### src/rtl/refill_pkg.sv
// Shared definitions for the refill response serializer.
//   OKAY/EXOKAY/SLVERR/DECERR : AXI4 response codes
//   state_e                   : serializer FSM encoding
//   beats()                   : number of R beats per cache line
package refill_pkg;

    localparam logic [1:0] OKAY   = 2'b00;
    localparam logic [1:0] EXOKAY = 2'b01;
    localparam logic [1:0] SLVERR = 2'b10;
    localparam logic [1:0] DECERR = 2'b11;

    typedef enum logic [0:0] {
        IDLE = 1'b0,
        SEND = 1'b1
    } state_e;

    function automatic int beats(input int cache_line, input int icache_data_width,
                                 input int axi_data);
        return (cache_line * icache_data_width) / axi_data;
    endfunction

endpackage

### src/rtl/refill_line_reg.sv
// One-entry line holding register with load/clear and a valid flag.
// Ports:
//   clk, rst   : clock, synchronous active-high reset
//   load, d    : capture d and set valid (load wins over clear)
//   clear      : drop valid, contents are kept
//   valid, q   : holding state
module refill_line_reg
    import refill_pkg::*;
#(
    parameter int W = 8
) (
    input  logic         clk,
    input  logic         rst,
    input  logic         load,
    input  logic         clear,
    input  logic [W-1:0] d,
    output logic         valid,
    output logic [W-1:0] q
);

    always_ff @(posedge clk) begin
        if (rst) begin
            valid <= 1'b0;
            q     <= '0;
        end else if (load) begin
            valid <= 1'b1;
            q     <= d;
        end else if (clear) begin
            valid <= 1'b0;
        end
    end

endmodule

### src/rtl/axi4_refill_resp_serializer.sv
// Serializes one wide cache-line response into an AXI4 R-channel burst of
// AXI_DATA-wide beats, rlast on the final beat. line_single_i emits only
// beat 0 (bypass / uncached traffic).
// Optional feature macro: REFILL_SER_PREFETCH_EN adds a one-entry pending
// line so consecutive lines stream with no idle R cycle between them.
// Ports:
//   clk, rst           : clock, synchronous active-high reset
//   line_*             : wide line input, valid/ready handshake
//   init_r*            : AXI4 R channel output, rvalid/rready handshake
//
// state | meaning
// IDLE  | no active line; line input accepted
// SEND  | streaming beats of the active line
module axi4_refill_resp_serializer
    import refill_pkg::*;
#(
    parameter int CACHE_LINE        = 4,
    parameter int ICACHE_DATA_WIDTH = 32,
    parameter int AXI_ID            = 6,
    parameter int AXI_DATA          = 64,
    parameter int AXI_USER          = 8
) (
    input  logic                                  clk,
    input  logic                                  rst,
    input  logic                                  line_valid_i,
    output logic                                  line_ready_o,
    input  logic                                  line_single_i,
    input  logic [AXI_ID-1:0]                     line_rid_i,
    input  logic [1:0]                            line_rresp_i,
    input  logic [AXI_USER-1:0]                   line_ruser_i,
    input  logic [CACHE_LINE*ICACHE_DATA_WIDTH-1:0] line_rdata_i,
    output logic [AXI_ID-1:0]                     init_rid_o,
    output logic [AXI_DATA-1:0]                   init_rdata_o,
    output logic [1:0]                            init_rresp_o,
    output logic                                  init_rlast_o,
    output logic [AXI_USER-1:0]                   init_ruser_o,
    output logic                                  init_rvalid_o,
    input  logic                                  init_rready_i
);

    localparam int LINE_W = CACHE_LINE * ICACHE_DATA_WIDTH;
    localparam int BEATS  = beats(CACHE_LINE, ICACHE_DATA_WIDTH, AXI_DATA);
    localparam int CNT_W  = (BEATS > 1) ? $clog2(BEATS) : 1;
    localparam int ENT_W  = 1 + AXI_ID + 2 + AXI_USER + LINE_W;

    localparam logic [0:0]       S_IDLE    = IDLE;
    localparam logic [0:0]       S_SEND    = SEND;
    localparam logic [CNT_W-1:0] FULL_LAST = CNT_W'(BEATS - 1);

    if (((LINE_W % AXI_DATA) != 0) || (BEATS < 1)) begin : g_param_check
        $fatal(1, "axi4_refill_resp_serializer: line width must be a whole number of AXI beats");
    end

    logic [0:0]          state;
    logic [CNT_W-1:0]    cnt;
    logic [CNT_W-1:0]    last_idx;
    logic                send;
    logic                line_hs;
    logic                beat_hs;
    logic                last_hs;

    logic [ENT_W-1:0]    line_in;
    logic [ENT_W-1:0]    act_d;
    logic [ENT_W-1:0]    act_q;
    logic                act_load;
    logic                act_clear;
    logic                act_valid;

    logic                act_single;
    logic [AXI_ID-1:0]   act_rid;
    logic [1:0]          act_rresp;
    logic [AXI_USER-1:0] act_ruser;
    logic [LINE_W-1:0]   act_data;

    assign line_in = {line_single_i, line_rid_i, line_rresp_i, line_ruser_i, line_rdata_i};
    assign {act_single, act_rid, act_rresp, act_ruser, act_data} = act_q;

    assign send     = (state == S_SEND) && act_valid;
    assign line_hs  = line_valid_i && line_ready_o;
    assign beat_hs  = send && init_rready_i;
    // single only shortens a multi-beat line; with one beat it is already last
    assign last_idx = act_single ? '0 : FULL_LAST;
    assign last_hs  = beat_hs && (cnt == last_idx);

`ifdef REFILL_SER_PREFETCH_EN
    logic             pend_load;
    logic             pend_clear;
    logic             pend_valid;
    logic [ENT_W-1:0] pend_q;

    always_comb begin
        line_ready_o = !rst && ((state == S_IDLE) || !pend_valid);
        // a line arriving on the last beat bypasses the pending slot
        pend_load    = line_hs && (state == S_SEND) && !last_hs;
        pend_clear   = last_hs && pend_valid;
        act_load     = (line_hs && ((state == S_IDLE) || last_hs)) || (last_hs && pend_valid);
        act_d        = (last_hs && pend_valid) ? pend_q : line_in;
        act_clear    = last_hs && !act_load;
    end

    refill_line_reg #(.W(ENT_W)) u_pend_line (
        .clk   (clk),
        .rst   (rst),
        .load  (pend_load),
        .clear (pend_clear),
        .d     (line_in),
        .valid (pend_valid),
        .q     (pend_q)
    );
`else
    always_comb begin
        line_ready_o = !rst && (state == S_IDLE);
        act_load     = line_hs;
        act_d        = line_in;
        act_clear    = last_hs;
    end
`endif

    refill_line_reg #(.W(ENT_W)) u_act_line (
        .clk   (clk),
        .rst   (rst),
        .load  (act_load),
        .clear (act_clear),
        .d     (act_d),
        .valid (act_valid),
        .q     (act_q)
    );

    always_ff @(posedge clk) begin
        if (rst) begin
            state <= S_IDLE;
            cnt   <= '0;
        end else if (act_load) begin
            state <= S_SEND;
            cnt   <= '0;
        end else if (last_hs) begin
            state <= S_IDLE;
            cnt   <= '0;
        end else if (beat_hs) begin
            cnt <= cnt + CNT_W'(1);
        end
    end

    // outputs are forced to zero outside SEND so IDLE shows a clean bus
    assign init_rvalid_o = send;
    assign init_rdata_o  = send ? act_data[int'(cnt)*AXI_DATA +: AXI_DATA] : '0;
    assign init_rid_o    = send ? act_rid   : '0;
    assign init_rresp_o  = send ? act_rresp : '0;
    assign init_ruser_o  = send ? act_ruser : '0;
    assign init_rlast_o  = send && (cnt == last_idx);

endmodule

### config.mk
export PLATFORM = sky130hd
export DESIGN_NAME = axi4_refill_resp_serializer
export DESIGN_NICKNAME = d
export VERILOG_FILES = /design/src/rtl/refill_pkg.sv /design/src/rtl/refill_line_reg.sv /design/src/rtl/axi4_refill_resp_serializer.sv
export SDC_FILE = /design/constraint.sdc
export NUM_CORES = 1
export LEC_CHECK = 0
export BUFFER_PORTS_ARGS = -buffer_cell sky130_fd_sc_hd__buf_4
export CAP_MARGIN = 20
export CELL_PAD_IN_SITES_DETAIL_PLACEMENT = 0
export CELL_PAD_IN_SITES_GLOBAL_PLACEMENT = 1
export CORE_ASPECT_RATIO = 1.75
export CORE_UTILIZATION = 35
export CTS_CLUSTER_DIAMETER = 100
export DETAILED_ROUTE_END_ITERATION = 10
export PLACE_DENSITY_LB_ADDON = 0.1
export SYNTH_ARGS = -nofsm -noshare
export SYNTH_HDL_FRONTEND = slang
export SYNTH_SLANG_ARGS = --single-unit
### constraint.sdc
create_clock -name clk -period 2.1 [get_ports clk]
set_clock_uncertainty 0.15 [all_clocks]
set_input_delay 0.42 -clock clk [delete_from_list [all_inputs] [get_ports clk]]
set_output_delay 0.42 -clock clk [all_outputs]
set_load 0.005 [all_outputs]
==> run metrics, run 1 <==
max-slew violation count=0; num rows=64; Ports=232; minimum clock period=2.074 ns; most frequent cells in the layout=nand2_1, buf_4, a21oi_1, dfxtp_1, nor2b_1; gr ovfl total=0; LEAKAGE=3.671 nW; largest net degree at the start of global routing=94; dpl ws=0.2636 ns; number of max-cap violations=0; vias per std cell=4.676; final setup fails=0; synth warn=0; HP Class=in -> reg; outcome=finished, final reports clean; Longest Clk Path Bufs=2; Synth Instances=802; CTS Buf Count=17; Worst Path Arrival=1.50 ns; initial core utilization=35.92%; first-pass GRT wire length=28.12 mm; total design power=7.034 mW; fmax=0.4821 GHz; vias in the first global route=5,621; DRT Wirelength=18.46 mm; clock sink total=147; worst endpoint required time=1.53 ns; vias after detailed routing=5,873; VDD IR max=0.0004836 V; GR Util All Layers=19.75%; Least-Margin Pin Slew=0.4411 ns; DP HPWL=12.34 mm; nets@finish=1,160; detailed-route wire length per cell=14.70 um; highest net fanout along the worst path=6; register area share after synthesis=46.72%; ANT nets after route=0; Clk Latency, worst-skew pair=0.41 ns; synthesized area=6299 sq um; clock-pin transition on the worst setup and hold timing paths=0.06 ns; commonest non-fill, non-tap cell in the layout=nand2_1; setup ws final=0.02585 ns; setup TNS=0 ns; RD Place Congestion=0.7418; Tcrit/Tclk final=98.77%; area of the core=17,540 sq um; Setup CP Type=reg -> out; layout cells sized above 1=28.71%; PD cells=779.5 nW/um^2; Hold Fails Final Rpt=0; RSZ-0062 raised after global routing=yes; Worst setup EP type=output port; post-synth cell types=16; syn avg cell area=7.854 sq um; clk root buf=clkbuf_16; Post-Syn Nets=951; flops & latches, synth=147; Layout area overhead=43.27%; initial antenna violation count=1; Die Y=179.5 um; Pre-antenna DRT Iters=4; CTS tree=yes; Die Wd=103.4 um; Remaining DRCs=0; slew margin rel.=70.59%; Iter 0 DRT Violations=177; H-Tree Depth=4; hold buffer count at CTS=0; die area=18,560 sq um; startpoint type of the worst setup path=register; Port Buffers=231
[Yosys cell counts]
cell | count | area (sq um)
mux2i_1 | 65 | 650.6
a311oi_1 | 1 | 8.760
buf_2 | 27 | 135.1
dfxtp_1 | 147 | 2943
nand2b_1 | 1 | 6.260
clkbuf_1 | 23 | 86.33
nor2_1 | 4 | 15.01
buf_6 | 1 | 11.26
buf_1 | 2 | 7.510
a21oi_1 | 145 | 725.7
buf_4 | 12 | 90.09
a32oi_1 | 1 | 8.760
nor2b_1 | 65 | 406.6
xor2_1 | 1 | 8.760
and2_1 | 17 | 106.4
nand2_1 | 290 | 1089
[per-stage QoR]
step                      hold WS [ns]  instances  area (sq um)  utilization (%)
after floorplan                 0.2817        802          6299                -
after detailed placement        0.2919       1216          8277            47.20
final                          0.06180       1256          9024            51.46
after global placement          0.2880       1216          8277            47.20
after CTS                      0.04227       1250          8880            50.64
after global routing           0.05884       1256          9024            51.46
[registers in the layout, indices dropped and copies added, names as in the netlist]
name          flops
cnt               1
u_act_line.q    145
state             1
[metal layers]
metal / global-route usage [%] / wire, um / vias to the layer above / part of all wire (%)
met1: 21.55 / 7260 / 2686 / 39
met4: 7.211 / 345 / 0 / 1.9
li1: - / - / 3004 / -
met2: 34.83 / 9774 / 162 / 53
met5: 0 / 0 / - / 0
met3: 6.104 / 1078 / 21 / 5.8
[critical path: stages, from the launching register on]
cell       delay (ns)
dfxtp_4          0.39
buf_8            0.14
clkbuf_16        0.16
mux2i_1          0.20
nor2b_1          0.06
buf_4            0.13
[where the power goes]
group,internal [mW],switching [mW],total [mW]
Sequential,2.95,0.0835,3.04
Combinational,0.514,0.464,0.978
Clock,1.77,1.25,3.02
[area by class of cell]
cell class / instances / area, sq um
Multi-Input combinational cell: 590 / 3062
Timing Repair Buffer: 255 / 2138
Tap cell: 231 / 289.0
Clock buffer: 19 / 432.9
Clock inverter: 13 / 151.4
Antenna cell: 1 / 2.502
Sequential cell: 147 / 2948
Fill cell: 1791 / 8513
[path summary, 6_finish.rpt]
| path | startpoint | to | slack, ns | cells after the start |
|---|---|---|---|---|
| setup / recovery | cnt | init_rdata_o[26] | 0.03 | 5 |
| hold / removal | init_rready_i | state | 0.06 | 2 |
| setup reg to reg | state | u_act_line.q[125] | 0.50 | 5 |
| hold reg to reg | u_act_line.q[129] | u_act_line.q[129] | 0.30 | 2 |
[cells by family after synthesis]
logic type / share of synthesized area, %
xor gates and xnor gates: 0.1391
AOI/OAI and AO/OA: 11.80
DFF: 46.72
buffers and inverters: 5.244
muxes: 10.33
and+or+nand+nor: 25.76
[timing repair]
| action | CTS | global route |
|---|---|---|
| setup buffers | 2 | 4 |
| gates cloned | 0 | 2 |
| setup endpoints to repair | 56 | 53 |
| resized for setup | 1 | 19 |
No activity file was read; power rests on OpenSTA's default activity.
==> inputs of run 2 (changes only) <==
CORE_ASPECT_RATIO = unset   (was 1.75)
SETUP_SLACK_MARGIN = 0.15   (was unset)
==> run metrics, run 2 (synthesis gave the netlist of run 1 again) <==
outcome=finished, final reports clean; slew margin rel.=70.34%; total design power=7.251 mW; num rows=48; Crit path max-delay family=buffers and inverters; vias in the first global route=5,583; number of max-cap violations=0; gr ovfl total=0; VDD IR max=0.0005471 V; Port Buffers=231; clock sink total=147; Buffers & Inverters on Critical Path=3; CP max stage cell=dfxtp_4; RSZ-0062 raised after global routing=yes; Least-Margin Pin Slew=0.4449 ns; CP max stage delay=0.39 ns; initial antenna violation count=0; nets@finish=1,168; startpoint type of the worst setup path=register; clock-pin transition on the worst setup and hold timing paths=0.06 ns; final setup fails=0; H-Tree Depth=4; Layout area overhead=46.84%; largest reg by FF count=u_act_line.q; Worst setup EP type=output port; first-pass GRT wire length=28.54 mm; PD cells=783.9 nW/um^2; Setup CP Type=reg -> out; Hold Fails Final Rpt=0; minimum clock period=2.094 ns; Iter 0 DRT Violations=251; vias after detailed routing=5,856; CTS Buf Count=17; clk root buf=clkbuf_16; Util after Layout=53.10%; biggest regs=u_act_line.q x145, cnt x1, state x1; Worst Path Arrival=1.52 ns; Ports=232; Remaining DRCs=0; Clk Latency, worst-skew pair=0.42 ns; LEAKAGE=3.760 nW; most frequent cells in the layout=nand2_1, buf_4, a21oi_1, dfxtp_1, nor2b_1; max-slew violation count=0; Die Wd=136.2 um; highest net fanout along the worst path=5; worst path cell trace=buf_6 > buf_12 > mux2i_1 > nor2b_1 > buf_4; Ant. Diodes=0; vias per std cell=4.662; GR Util All Layers=20.11%; initial core utilization=36.16%; worst endpoint required time=1.53 ns; ANT nets after route=0; Die Y=136.2 um; CTS tree=yes; DRT Wirelength=18.65 mm; max FFs per register=145; largest net degree at the start of global routing=92; Pre-antenna DRT Iters=4; area of the core=17,420 sq um; die area=18,540 sq um; Tcrit/Tclk final=99.69%; layout cells sized above 1=29.78%; HP Class=in -> reg; Longest Clk Path Bufs=2; commonest non-fill, non-tap cell in the layout=nand2_1; detailed-route wire length per cell=14.85 um; DP HPWL=11.82 mm; fmax=0.4777 GHz; RD Place Congestion=0.7325
run 2: cell count changes in the layout (fill, tap and decap cells not counted), sizes merged:
cell | previous run | this run
clkinvlp | 3 | 4
inv | 4 | 2
buf | 253 | 261
diode | 1 | 0
bufinv | 2 | 4
clkinv | 4 | 2
run 2: path summary, 6_finish.rpt:
path         slack (ns)  cells past startpoint         startpoint                end
min reg2reg        0.30                      2  u_act_line.q[129]  u_act_line.q[129]
max reg2reg        0.42                      5              state   u_act_line.q[24]
max               0.006                      5                cnt   init_rdata_o[54]
min                0.06                      2      init_rready_i              state
run 2: cell type report:
class                      count  area, sq um
fill                        1732         8168
timing repair buffer         263         2301
multi-input combinational    590         3102
clock inverter                12        181.4
tap                          225        281.5
clock buffer                  19        432.9
sequential                   147         2950
run 2: per-stage QoR:
stage | cell area [sq um] | worst slack (ns) | cells | hold slack (ns) | setup TNS (ns)
2_1_floorplan | 6299 | 0.4753 | 802 | 0.2817 | 0
4_1_cts | 9128 | -0.01885 | 1251 | 0.03825 | -0.08689
3_3_place_gp | 8222 | 0.3612 | 1207 | 0.2888 | 0
3_5_place_dp | 8222 | 0.3596 | 1207 | 0.2942 | 0
5_1_grt | 9249 | -0.05902 | 1256 | 0.06667 | -1.427
6_report | 9249 | 0.006457 | 1256 | 0.06186 | 0
run 2: power breakdown:
| part | internal, mW | total [mW] | switching (mW) | leakage, nW |
|---|---|---|---|---|
| Sequential | 2.95 | 3.05 | 0.0945 | 1.21 |
| Combinational | 0.550 | 1.02 | 0.473 | 2.27 |
| Clock | 1.99 | 3.18 | 1.19 | 0.286 |
| Total | 5.49 | 7.25 | 1.76 | 3.76 |
run 2: worst register-to-register path: cells and delay by family (launching register included):
kind                   cells  cell delay [ns]
and+or+nand+nor            2             0.41
DFF                        1             0.42
buffers and inverters      2             0.47
AOI/OAI and AO/OA          1             0.16
run 2: timing repair:
action | 4_1_cts | 5_1_grt
setup buffers | 8 | 3
gates resized for setup | 25 | 11
hold buffers | 0 | 0
setup endpoints to repair | 82 | 65
pin swaps | 1 | 1
gates cloned | 5 | 2
run 2: layer usage:
| layer | GRT usage [%] | vias up | wire, um |
|---|---|---|---|
| met1 | 25.63 | 2673 | 8354 |
| met4 | 6.111 | 0 | 172 |
| met3 | 5.966 | 14 | 1181 |
| met2 | 32.49 | 151 | 8940 |
| li1 | - | 3018 | - |
| met5 | 0 | - | 0 |
